[config.mk]
export PLATFORM = sky130hd
export DESIGN_NAME = fft_peak_detect
export DESIGN_NICKNAME = d
export VERILOG_FILES = /design/src/rtl/fft_pkg.sv /design/src/rtl/fft_mag_sq.sv /design/src/rtl/fft_peak_detect.sv
export SDC_FILE = /design/constraint.sdc
export NUM_CORES = 2
export LEC_CHECK = 0
export CAP_MARGIN = 20
export CORE_MARGIN = 8
export CORE_UTILIZATION = 35
export DETAILED_ROUTE_END_ITERATION = 16
export PLACE_DENSITY_LB_ADDON = 0.2
export SLEW_MARGIN = 40
export SYNTH_ARGS = -nofsm -noshare
export SYNTH_HDL_FRONTEND = slang
export SYNTH_SLANG_ARGS = --single-unit
export TNS_END_PERCENT = 10
[constraint.sdc]
create_clock -name clk -period 10.61 [get_ports clk]
set_clock_uncertainty 0.15 [all_clocks]
set_input_delay 1.061 -clock clk [delete_from_list [all_inputs] [get_ports clk]]
set_output_delay 1.061 -clock clk [all_outputs]
set_load 0.01 [all_outputs]
[src/rtl/fft_pkg.sv]
// Shared FFT datapath constants and types, used by FFT_top and the peak detector.
package fft_pkg;
  localparam int N_POINTS = 1024;
  localparam int LOG2_N   = $clog2(N_POINTS);
  localparam int DATA_W   = 16;
  localparam int MAG_W    = 2 * DATA_W;

  typedef logic        [LOG2_N-1:0] bin_t;
  typedef logic        [MAG_W-1:0]  mag_t;
  typedef logic signed [DATA_W-1:0] sample_t;
endpackage

[src/rtl/fft_mag_sq.sv]
// Registered |X|^2 stage: re*re + im*im with bin tags carried alongside, one cycle latency.
module fft_mag_sq
  import fft_pkg::*;
(
  input  logic    clk,
  input  logic    rst,
  input  logic    valid_i,
  input  sample_t re_i,
  input  sample_t im_i,
  input  bin_t    bin_i,
  input  logic    first_i,
  input  logic    last_i,
  output logic    valid_o,
  output mag_t    mag_o,
  output bin_t    bin_o,
  output logic    first_o,
  output logic    last_o
);
  logic signed [MAG_W-1:0] re_x_s, im_x_s, re_sq_s, im_sq_s;
  mag_t mag_d;
  logic valid_q, first_q, last_q;
  mag_t mag_q;
  bin_t bin_q;

  // Squares are non-negative and at most 2^30, so the sum always fits MAG_W unsigned bits.
  assign re_x_s  = MAG_W'(re_i);
  assign im_x_s  = MAG_W'(im_i);
  assign re_sq_s = re_x_s * re_x_s;
  assign im_sq_s = im_x_s * im_x_s;
  assign mag_d   = mag_t'(re_sq_s) + mag_t'(im_sq_s);

  always_ff @(posedge clk or posedge rst) begin
    if (rst) begin
      valid_q <= 1'b0;
      mag_q   <= '0;
      bin_q   <= '0;
      first_q <= 1'b0;
      last_q  <= 1'b0;
    end else begin
      valid_q <= valid_i;
      if (valid_i) begin
        mag_q   <= mag_d;
        bin_q   <= bin_i;
        first_q <= first_i;
        last_q  <= last_i;
      end
    end
  end

  assign valid_o = valid_q;
  assign mag_o   = mag_q;
  assign bin_o   = bin_q;
  assign first_o = first_q;
  assign last_o  = last_q;
endmodule

[src/rtl/fft_peak_detect.sv]
// Per-frame strongest-bin detector on the streamed FFT output (ties keep the lowest bin).
// Define PEAK_SKIP_DC_EN to exclude bin 0 from the search.
module fft_peak_detect
  import fft_pkg::*;
#(
  parameter int SEARCH_BINS = 512
) (
  input  logic                     clk,
  input  logic                     rst,
  input  logic                     enable,
  input  logic signed [DATA_W-1:0] Xb_re,
  input  logic signed [DATA_W-1:0] Xb_im,
  output logic                     peak_valid,
  output logic        [LOG2_N-1:0] peak_bin,
  output logic        [MAG_W-1:0]  peak_mag
);
  bin_t    bin_cnt_q;
  logic    s1_valid_q, s1_first_q, s1_last_q;
  sample_t s1_re_q, s1_im_q;
  bin_t    s1_bin_q;

  logic    s2_valid_s, s2_first_s, s2_last_s;
  mag_t    s2_mag_s;
  bin_t    s2_bin_s;

  logic    cand_s, in_range_s;
  mag_t    max_q, max_d;
  bin_t    idx_q, idx_d;
  logic    have_q, have_d, done_q;

  logic    peak_valid_q;
  bin_t    peak_bin_q;
  mag_t    peak_mag_q;

  always_ff @(posedge clk or posedge rst) begin
    if (rst) begin
      bin_cnt_q  <= '0;
      s1_valid_q <= 1'b0;
      s1_re_q    <= '0;
      s1_im_q    <= '0;
      s1_bin_q   <= '0;
      s1_first_q <= 1'b0;
      s1_last_q  <= 1'b0;
    end else begin
      s1_valid_q <= enable;
      if (enable) begin
        bin_cnt_q  <= bin_cnt_q + bin_t'(1);
        s1_re_q    <= Xb_re;
        s1_im_q    <= Xb_im;
        s1_bin_q   <= bin_cnt_q;
        s1_first_q <= (bin_cnt_q == bin_t'(0));
        s1_last_q  <= (bin_cnt_q == bin_t'(N_POINTS - 1));
      end
    end
  end

  fft_mag_sq u_mag_sq (
    .clk     (clk),
    .rst     (rst),
    .valid_i (s1_valid_q),
    .re_i    (s1_re_q),
    .im_i    (s1_im_q),
    .bin_i   (s1_bin_q),
    .first_i (s1_first_q),
    .last_i  (s1_last_q),
    .valid_o (s2_valid_s),
    .mag_o   (s2_mag_s),
    .bin_o   (s2_bin_s),
    .first_o (s2_first_s),
    .last_o  (s2_last_s)
  );

  assign in_range_s = ({1'b0, s2_bin_s} < (LOG2_N + 1)'(SEARCH_BINS));
`ifdef PEAK_SKIP_DC_EN
  assign cand_s = in_range_s && (s2_bin_s != bin_t'(0));
`else
  assign cand_s = in_range_s;
`endif

  // have_q marks that the frame has seen a candidate, so the first one loads regardless of mag.
  always_comb begin
    max_d  = max_q;
    idx_d  = idx_q;
    have_d = have_q;
    if (s2_valid_s) begin
      if (s2_first_s) begin
        have_d = cand_s;
        max_d  = cand_s ? s2_mag_s : '0;
        idx_d  = s2_bin_s;
      end else if (cand_s && (!have_q || (s2_mag_s > max_q))) begin
        have_d = 1'b1;
        max_d  = s2_mag_s;
        idx_d  = s2_bin_s;
      end else begin
        have_d = have_q;
      end
    end else begin
      have_d = have_q;
    end
  end

  always_ff @(posedge clk or posedge rst) begin
    if (rst) begin
      max_q        <= '0;
      idx_q        <= '0;
      have_q       <= 1'b0;
      done_q       <= 1'b0;
      peak_valid_q <= 1'b0;
      peak_bin_q   <= '0;
      peak_mag_q   <= '0;
    end else begin
      max_q        <= max_d;
      idx_q        <= idx_d;
      have_q       <= have_d;
      done_q       <= s2_valid_s && s2_last_s;
      peak_valid_q <= done_q;
      if (done_q) begin
        peak_bin_q <= idx_q;
        peak_mag_q <= max_q;
      end
    end
  end

  assign peak_valid = peak_valid_q;
  assign peak_bin   = peak_bin_q;
  assign peak_mag   = peak_mag_q;
endmodule
==> run_results.csv <==
group,metric,value,unit
clock_tree,post_cts_resized,0,
yosys,synth.area.top_cells,"fa_1 41%, dfrtp_1 18%, inv_1 11%",
sta,rsz0062_at_grt,"false",
yosys,post-synth-top-count-cell,"inv_1",
placed_design,dpl.hpwl,50.8,mm
global_routing,grt_overflow,0,
yosys,ys.warnings.count,0,
placed_design,io_buffers,77,
yosys,synth_area_leader_cell,"fa_1",
clock_tree,post_cts_buffers,0,
floorplan,boundaryPins,78,
finish,fill_cells,7114,
hold_path,hold_class,"flip-flop to flip-flop",
worst_setup_path,path_class,"flip-flop to flip-flop",
clock_tree,cts_hold_buf,0,
clock_tree,path_clk_slew,0.10,ns
global_routing,grt_busiest_layer,"met2",
worst_setup_path,crit_path_max_fanout,23,
worst_setup_path,path_cells,"clkinv_1 -> fa_1 -> inv_1 -> fa_1 -> inv_1 -> fa_1 -> fa_1 -> inv_1 -> fa_1 -> fa_1 -> fa_1 -> inv_1 -> fa_1 -> inv_1 -> ha_1 -> a21o_1 -> a21o_1 -> a21o_1 -> a221o_2 -> a31oi_1 -> o211ai_1 -> a31oi_1 -> xnor2_1 -> mux2_2",
finish,diodes,0,
clock_tree,cts_tree,"yes",
finish,drive_gt1_frac,0.0754,
routing,initialDrtViolationCount,753,
placed_design,gp_congestion,0.845,
floorplan,core,71500,sq um
sta,slew_violations,0,
clock_tree,htreeDepth,4,
floorplan,chipWidth,285,um
sta,finalHoldViolCount,0,
routing,firstDrtPassIters,5,
worst_setup_path,slowest_delay,0.78,ns
sta,setup_viol,0,
routing,via_per_inst,4.67,
yosys,ys_seq_area_frac,0.185,
sta,post-route-period-util,0.794,
sta,worstMarginPinSlew,0.905,ns
sta,slew_headroom,0.396,
yosys,async_reset_ff_frac,1.00,
global_routing,grt_pass1_wl,101,mm
worst_setup_path,crit_path_top_delay_cell,"dfrtp_1",
worst_setup_path,crit_arrival,8.63,ns
routing,wire_per_inst,17.7,um
yosys,synth_commonest_cells,"724 x inv_1, 523 x fa_1, 187 x dfrtp_1",
sta,fin_tns_setup,0,ns
status,status,"complete, no violations",
clock_tree,cts_made_buffers,17,
yosys,synth_seq_cells,187,
clock_tree,cts_root_buffer,"clkbuf_16",
finish,final-seq-area,4690,sq um
worst_setup_path,critPathRequiredTime,10.81,ns
yosys,synth.distinct_cells,60,
global_routing,gr-usage-met3,0.0285,
yosys,syn-mean-instance-area,10.5,sq um
sta,period_minus_slack,8.43,ns
finish,multiInputGateArea,17700,sq um
floorplan,start_util,0.354,
yosys,netlist.area_leader.share,0.414,
floorplan,rows,98,
finish,syn_to_final_growth,9.94,%
clock_tree,cts.path.max_buffers,2,
worst_setup_path,worst_setup_path_end_kind,"flip-flop",
run,max_cap_viol_count,0,
yosys,synth_fp_nets,3155,
worst_setup_path,path_common_cell,"fa_1",
clock_tree,clock_latency,0.49,ns
yosys,synth.cell_area,25300,sq um
routing,drt.antenna.violating_nets,0,
global_routing,grt_antenna_before_repair,0,
hold_path,min_path_cells,1,
routing,route.vias.total,16000,
global_routing,grt_max_degree,122,
floorplan,fp.dieH,285,um
global_routing,grt_pass1_vias,18700,
worst_setup_path,crit_path_start_kind,"flip-flop",
routing,routed_wl,60.8,mm
yosys,synth_cells,2418,
yosys,synth_flop_cell,"dfrtp_1",
sta,fmax,119,MHz
global_routing,use_met2,0.284,
global_routing,track_usage,0.158,
routing,drc_errors,0,
finish,finalNetCount,3203,
global_routing,use_met1,0.195,
worst_setup_path,reg2reg_depth,24,
clock_tree,cts.sinks,187,
floorplan,dieArea,81100,sq um
yosys,synth-edff-count,0,
[cells in the final DEF (no fill, tap or decap), types with 7 or more instances in the layout]
cell type,n
nand2b_1,9
fa_1,523
nand4_1,10
nand3_1,9
o21ai_0,34
a21oi_1,34
and2_1,93
inv_1,723
a22o_1,33
a21o_1,23
nor3_1,7
clkdlybuf4s50_1,76
nand2_1,181
xor2_1,16
buf_4,17
nor2b_1,17
dfrtp_1,184
ha_1,179
xnor2_1,47
nor2_1,37
clkbuf_16,17
mux2_2,112
[state kept, by name (all words and copies together), names as in the netlist, 10 cells and up]
| register | flops |
|---|---|
| bin_cnt_q | 10 |
| idx_q | 10 |
| max_q | 32 |
| peak_bin | 10 |
| peak_mag | 32 |
| s1_bin_q | 10 |
| s1_im_q | 16 |
| s1_re_q | 16 |
| u_mag_sq.bin_o | 10 |
| u_mag_sq.mag_o | 32 |
[kinds of logic (layout without fill, tap and decap cells)]
| logic type | after synthesis | count (layout) | share of synthesized area |
|---|---|---|---|
| xor+xnor | 63 | 63 | 0.0218 |
| simple gates | 386 | 386 | 0.0742 |
| mux | 115 | 115 | 0.0511 |
| flops | 187 | 187 | 0.185 |
| other cells | 1 | 1 | 0.000148 |
| fa+ha+maj | 702 | 702 | 0.502 |
| compound gates | 173 | 173 | 0.0477 |
| buf+inv | 791 | 852 | 0.118 |
[worst paths after layout]
kind | startpoint | end | slack, ns
max | s1_re_q[15] | u_mag_sq.mag_o[30] | 2.18
min | u_mag_sq.bin_o[4] | idx_q[4] | 0.33
max reg2reg | s1_re_q[15] | u_mag_sq.mag_o[30] | 2.18
min reg2reg | u_mag_sq.bin_o[4] | idx_q[4] | 0.33
max in group asynchronous | rst | s1_re_q[1] | 8.03
min in group asynchronous | rst | peak_mag[4] | 0.96
[per-stage QoR]
stage / utilization / hold WS (ns) / setup slack (ns) / area (sq um) / instances
6_report: 0.389 / 0.332 / 2.18 / 27800 / 3429
5_1_grt: 0.389 / 0.355 / 1.74 / 27800 / 3429
4_1_cts: 0.389 / 0.336 / 2.15 / 27800 / 3428
3_5_place_dp: 0.380 / 0.317 / 2.20 / 27200 / 3396
3_3_place_gp: 0.380 / 0.316 / 2.31 / 27100 / 3396
2_1_floorplan: - / 0.202 / 2.97 / 25300 / 2418
[layer usage]
layer | up-vias | wire length, um
met5 | - | 0
met1 | 8403 | 25200
li1 | 7239 | -
met4 | 0 | 1240
met3 | 76 | 2590
met2 | 294 | 31800
[layout make-up]
type                            count  share of cell area
Clock buffer                       17              0.0153
Clock inverter                     15             0.00724
Inverter                          725              0.0983
Multi-Input combinational cell   1440               0.635
Sequential cell                   187               0.168
Tap cell                          950              0.0427
Timing Repair Buffer               95              0.0327
[worst max-delay path, delay by kind of cell (launching register included)]
kind | cells | cell delay, ns
AO/OA/AOI/OAI | 7 | 1.69
buffers and inverters | 6 | 0.81
multiplexers | 1 | 0.25
flip-flops | 1 | 0.78
XOR/XNOR | 1 | 0.08
adder cells (fa/ha/maj) | 9 | 4.51
Power is not shown: default switching activity piles up to over one toggle a cycle in this logic, so the estimate is an artifact.
==> patch 1: new RTL, same settings <==
The option `PEAK_SKIP_DC_EN` is turned on by a define.
--- a/src/rtl/fft_peak_detect.sv
+++ b/src/rtl/fft_peak_detect.sv
@@ -1,4 +1,6 @@
 // Per-frame strongest-bin detector on the streamed FFT output (ties keep the lowest bin).
 // Define PEAK_SKIP_DC_EN to exclude bin 0 from the search.
+`define PEAK_SKIP_DC_EN
+
 module fft_peak_detect
   import fft_pkg::*;
Formal check against the unedited RTL: no difference found for any inputs over 10 cycles, from zero or initial values and one cycle with rst high; that may be too few to reach the edited logic, so the function may still have changed.
==> patch 1 against the original RTL <==
  * Fmax increased by 2.3%
  * Routed wire length increased by 0.83%
  * Via count increased by 0.28%
  * Setup slack improved by 0.19 ns
  * Sequential cell count unchanged
  * Final area increased by 0.17%
  * Utilization decreased by 0.46 points
  * Area after synthesis increased by 0.72%
  * Highest routed layer unchanged
Power is left out: the tool's default activity adds up to more than one toggle a clock period on the data nets, which glitch-free logic cannot reach.
==> patch 1: results (changes against the original RTL) <==
* WP data arrival at 8.47 ns (-0.16 ns)
* Filler cell count in the final layout at 7157 (+0.60%)
* Initial antenna violation count at 3 (+3)
* Worst max-slew margin expressed relative to the limit at 0.408 (+0.0113)
* Share of synthesized cell area in full adder, half adder and majority cells at 0.499 (-0.00360)
* Cts repair resizes at 0 (unchanged)
* Fraction of layout cells with a size suffix above 1 at 0.0669 (-0.00856)
* Setup ws final at 2.37 ns (+0.192 ns)
* Mean area per synthesized cell at 10.3 um^2 (-1.6%)
* HPWL after detailed placement at 51.3 mm (+0.90%)
* Compound-cell area share of the yosys netlist at 0.0490 (+0.00133)
* Delay of the slowest cell on the worst path at 0.87 ns (+0.09 ns)
* Leading post-synthesis cells by instance count: 757 x inv_1, 523 x fa_1, 196 x nand2_1
* R2R Path End: u_mag_sq.mag_o[31]
* Final weighted congestion in routability-driven placement at 0.872 (+3.2%)
* Placed Instances at 3455 (+1.7%)
* Initial drt markers at 688 (-8.6%)
* Startpoint Class: flop
* Leading post-synthesis cells by cell area: fa_1 41%, dfrtp_1 18%, inv_1 11%
* Maximum number of pins on one net before global-route repair at 116 (-4.9%)
* Multiplexer share of the synthesized area at 0.0465 (-0.00464)
* R2R depth at 23 (-4.2%)
* Vias in the first global route at 18400 (-1.6%)
* Startpoint of the lowest-slack hold path: u_mag_sq.last_o
* Library cells used by synthesis at 58 (-3.3%)
* Sequential cell area fraction in the yosys report at 0.184 (-0.00133)
* Pre-antenna DRT Iters at 4 (-1)
* Fin nets at 3252 (+1.5%)
* GR Util All Layers at 0.158 (-0.000303)
* Hold slack at 0.343 ns (+0.0108 ns)
* Average routed wire per standard cell at 17.6 um (-0.85%)
* Outcome: finished, final reports clean
* Worst Hold Path EP: done_q
* Post-Synthesis Net Count at 3211 (+1.8%)
* Cell area reported after detailed placement at 27300 um^2 (+0.48%)
* Area share of xor/xnor cells in the synthesized design at 0.0223 (+0.000531)
[patch 1: changes by cell type after synthesis, moves of 6 or more]
cell / delta
a22o_1: -33
o32ai_1: +32
xor2_1: +6
nand2_1: +15
mux2i_1: +9
inv_1: +33
mux2_2: -21
o21ai_0: +14
nor2_1: +6
[patch 1: how the worst max path moves through the flow]
stage               depth (start not counted)                 end
floorplan                                  27  u_mag_sq.mag_o[31]
global placement                           23  u_mag_sq.mag_o[29]
detailed placement                         23  u_mag_sq.mag_o[29]
CTS                                        23  u_mag_sq.mag_o[29]
global route                               23  u_mag_sq.mag_o[31]
finish                                     23  u_mag_sq.mag_o[31]
[patch 1: metal layers]
metal,global-route usage,part of all wire,up-vias
met5,0,0,-
met3,0.0249,0.042,71
met4,0.0407,0.023,0
met2,0.268,0.48,312
li1,-,-,7382
met1,0.210,0.45,8292
[patch 1: cell type report]
| class | count | area (um^2) | share of cell area |
|---|---|---|---|
| multi-input combinational | 1459 | 17700 | 0.634 |
| clock buffer | 20 | 437 | 0.0157 |
| sequential | 187 | 4690 | 0.168 |
| clock inverter | 11 | 111 | 0.00400 |
| timing repair buffer | 92 | 886 | 0.0318 |
| tap | 959 | 1200 | 0.0431 |
| inverter | 758 | 2860 | 0.103 |
| antenna | 1 | 2.50 | 0.0000898 |
[patch 1: cell families (layout without fill, tap and decap cells)]
family / Yosys count / count (layout)
other: 1 / 2
AOI/OAI and AO/OA: 177 / 177
xor gates and xnor gates: 65 / 65
DFF: 187 / 187
adders and majority gates: 702 / 702
and+or+nand+nor: 409 / 409
buffers and inverters: 828 / 881
muxes: 105 / 105
==> patch 2: new RTL, config.mk and constraints unchanged <==
Without the edit above. Reset style: synchronous (`rst`), changed in 3 clocked blocks.
--- a/src/rtl/fft_mag_sq.sv
+++ b/src/rtl/fft_mag_sq.sv
@@ -30,5 +30,5 @@
   assign mag_d   = mag_t'(re_sq_s) + mag_t'(im_sq_s);
 
-  always_ff @(posedge clk or posedge rst) begin
+  always_ff @(posedge clk) begin
     if (rst) begin
       valid_q <= 1'b0;
--- a/src/rtl/fft_peak_detect.sv
+++ b/src/rtl/fft_peak_detect.sv
@@ -33,5 +33,5 @@
   mag_t    peak_mag_q;
 
-  always_ff @(posedge clk or posedge rst) begin
+  always_ff @(posedge clk) begin
     if (rst) begin
       bin_cnt_q  <= '0;
@@ -100,5 +100,5 @@
   end
 
-  always_ff @(posedge clk or posedge rst) begin
+  always_ff @(posedge clk) begin
     if (rst) begin
       max_q        <= '0;
Check against the original RTL: no difference found for any inputs over 10 cycles, from zero or initial values and one cycle with rst high; that may be too few to reach the edited logic, so the function may still have changed.
==> patch 2 against the original RTL <==
  * Sequential cell count did not move
  * First-iteration DRC count decreased by 6.1%
  * Sequential share of layout area shrank 3.3 points
  * Setup slack improved by 0.41 ns
  * Area after synthesis down 0.15%
  * Routed wire length rose by 2.6%
  * Final cell count increased by 5.5%
  * Utilization shrank 0.12 points
  * Final area fell by 0.31%
Power is left out: it rests on default switching activity, and per cell area and clock period it moved more than threefold.
==> patch 2: results (changes against the original RTL) <==
* Outcome: finished, final reports clean
* Worst max-slew margin expressed relative to the limit at 0.444 (+0.0481)
* Post-Synthesis Net Count at 3358 (+6.4%)
* Cts repair resizes at 0 (unchanged)
* Maximum number of pins on one net before global-route repair at 78 (-36%)
* Total clock buffers created by CTS at 17 (unchanged)
* Maximum fanout along the worst path at 31 (+35%)
* Setup CP Type: flop to flop
* Synth warn at 0 (unchanged)
* Predominant post-synthesis flop cell: dfxtp_1
* Wire length of the first global-routing pass at 105 mm (+3.8%)
* Count of port buffers added during placement at 77 (unchanged)
* Filler cell count in the final layout at 7119 (+0.070%)
* Pre-antenna DRT Iters at 5 (unchanged)
* WP data arrival at 8.25 ns (-0.38 ns)
* Clock latency on the worst-skew pair at 0.49 ns (about the same)
* Initial drt markers at 707 (-6.1%)
* Vias in the first global route at 19000 (+1.4%)
* Longest Clk Path Bufs at 2 (unchanged)
* Startpoint of the most critical register-to-register path: s1_im_q[15]
* Initial antenna violation count at 0 (unchanged)
* HPWL after detailed placement at 52.9 mm (+4.1%)
* H-tree depth reported by CTS at 4 (unchanged)
* Cell area reported after detailed placement at 27100 um^2 (-0.41%)
* Startpoint of the lowest-slack hold path: u_mag_sq.last_o
* Final hold violation count at 0 (unchanged)
* Average routed wire per standard cell at 17.3 um (-2.8%)
* Fraction of layout cells with a size suffix above 1 at 0.0439 (-0.0315)
* Clock-pin slew of the registers on the worst-case setup and hold paths at around 0.09 ns
* Sequential cell area fraction in the yosys report at 0.148 (-0.0368)
* Clock Tree Root: clkbuf_16
* Leading post-synthesis cells by cell area: fa_1 41%, dfxtp_1 15%, inv_1 11%
* Final weighted congestion in routability-driven placement at 0.834 (-1.3%)
* Leading post-synthesis cells by instance count: 720 x inv_1, 523 x fa_1, 191 x nor2_1
* Library cells used by synthesis at 69 (+15%)
* Via count normalized by instance count at 4.62 (-0.97%)
* Hold/Removal Path Class: flop to flop
* Post-synth ARST share at 0 (-1.00)
* Postcts setup bufs at 0 (unchanged)
* Post-detailed-route count of antenna-violating nets at 0 (unchanged)
* GR Util All Layers at 0.162 (+0.00377)
## patch 2: cell count changes after synthesis, sizes merged, moves of 29 or more
cell and change:
a22o -33, dfrtp -187, dfxtp +187, mux2 -112, mux2i +122, nand3 +30, nor2 +154, o31ai +29
## patch 2: final cells by class
class	count	area share
Multi-Input combinational cell	1622	0.665
Sequential cell	187	0.135
Inverter	721	0.0976
Tap cell	950	0.0429
Timing Repair Buffer	103	0.0352
Clock buffer	17	0.0153
Clock inverter	15	0.00835
Antenna cell	1	0.0000902
## patch 2: worst paths after layout
kind	to	slack (ns)	cells past startpoint
min reg2reg	done_q	0.30	2
max	u_mag_sq.mag_o[31]	2.59	23
min	done_q	0.30	2
max reg2reg	u_mag_sq.mag_o[31]	2.59	23
## patch 2: worst max-delay path, cell delays in order (launching register included)
cell,delay (ns)
dfxtp_1,0.34
buf_4,0.33
nand2_1,0.17
fa_1,0.72
inv_1,0.17
fa_1,0.80
inv_1,0.21
fa_1,0.53
inv_1,0.06
fa_1,0.56
fa_1,0.44
fa_1,0.46
fa_1,0.49
inv_1,0.05
fa_1,0.54
inv_1,0.06
ha_1,0.37
nand2_1,0.12
nor2_1,0.17
nand2_1,0.10
o31ai_1,0.51
a311oi_1,0.19
xnor2_1,0.16
a211oi_1,0.23
## patch 2: cell families after synthesis
kind of cell,synth area share
xor gates and xnor gates,0.0205
DFF,0.148
and+or+nand+nor,0.105
adders and majority gates,0.503
buffers and inverters,0.122
AOI/OAI and AO/OA,0.0509
other,0.000148
muxes,0.0496
## patch 2: per-stage QoR
stage	hold slack, ns	util	instances	setup slack, ns
floorplan	0.259	-	2621	3.37
global placement	0.276	0.378	3583	2.64
detailed placement	0.280	0.378	3583	2.59
CTS	0.302	0.388	3615	2.56
global route	0.327	0.388	3615	2.22
finish	0.299	0.388	3616	2.59
## patch 2: per-layer routing
layer,GRT usage,wire length (um),share of wire,up-vias
met4,0.0431,1330,0.021,0
met5,0,0,0,-
met1,0.218,29100,0.47,8511
met3,0.0210,2020,0.032,56
met2,0.274,29900,0.48,276
li1,-,-,-,7878
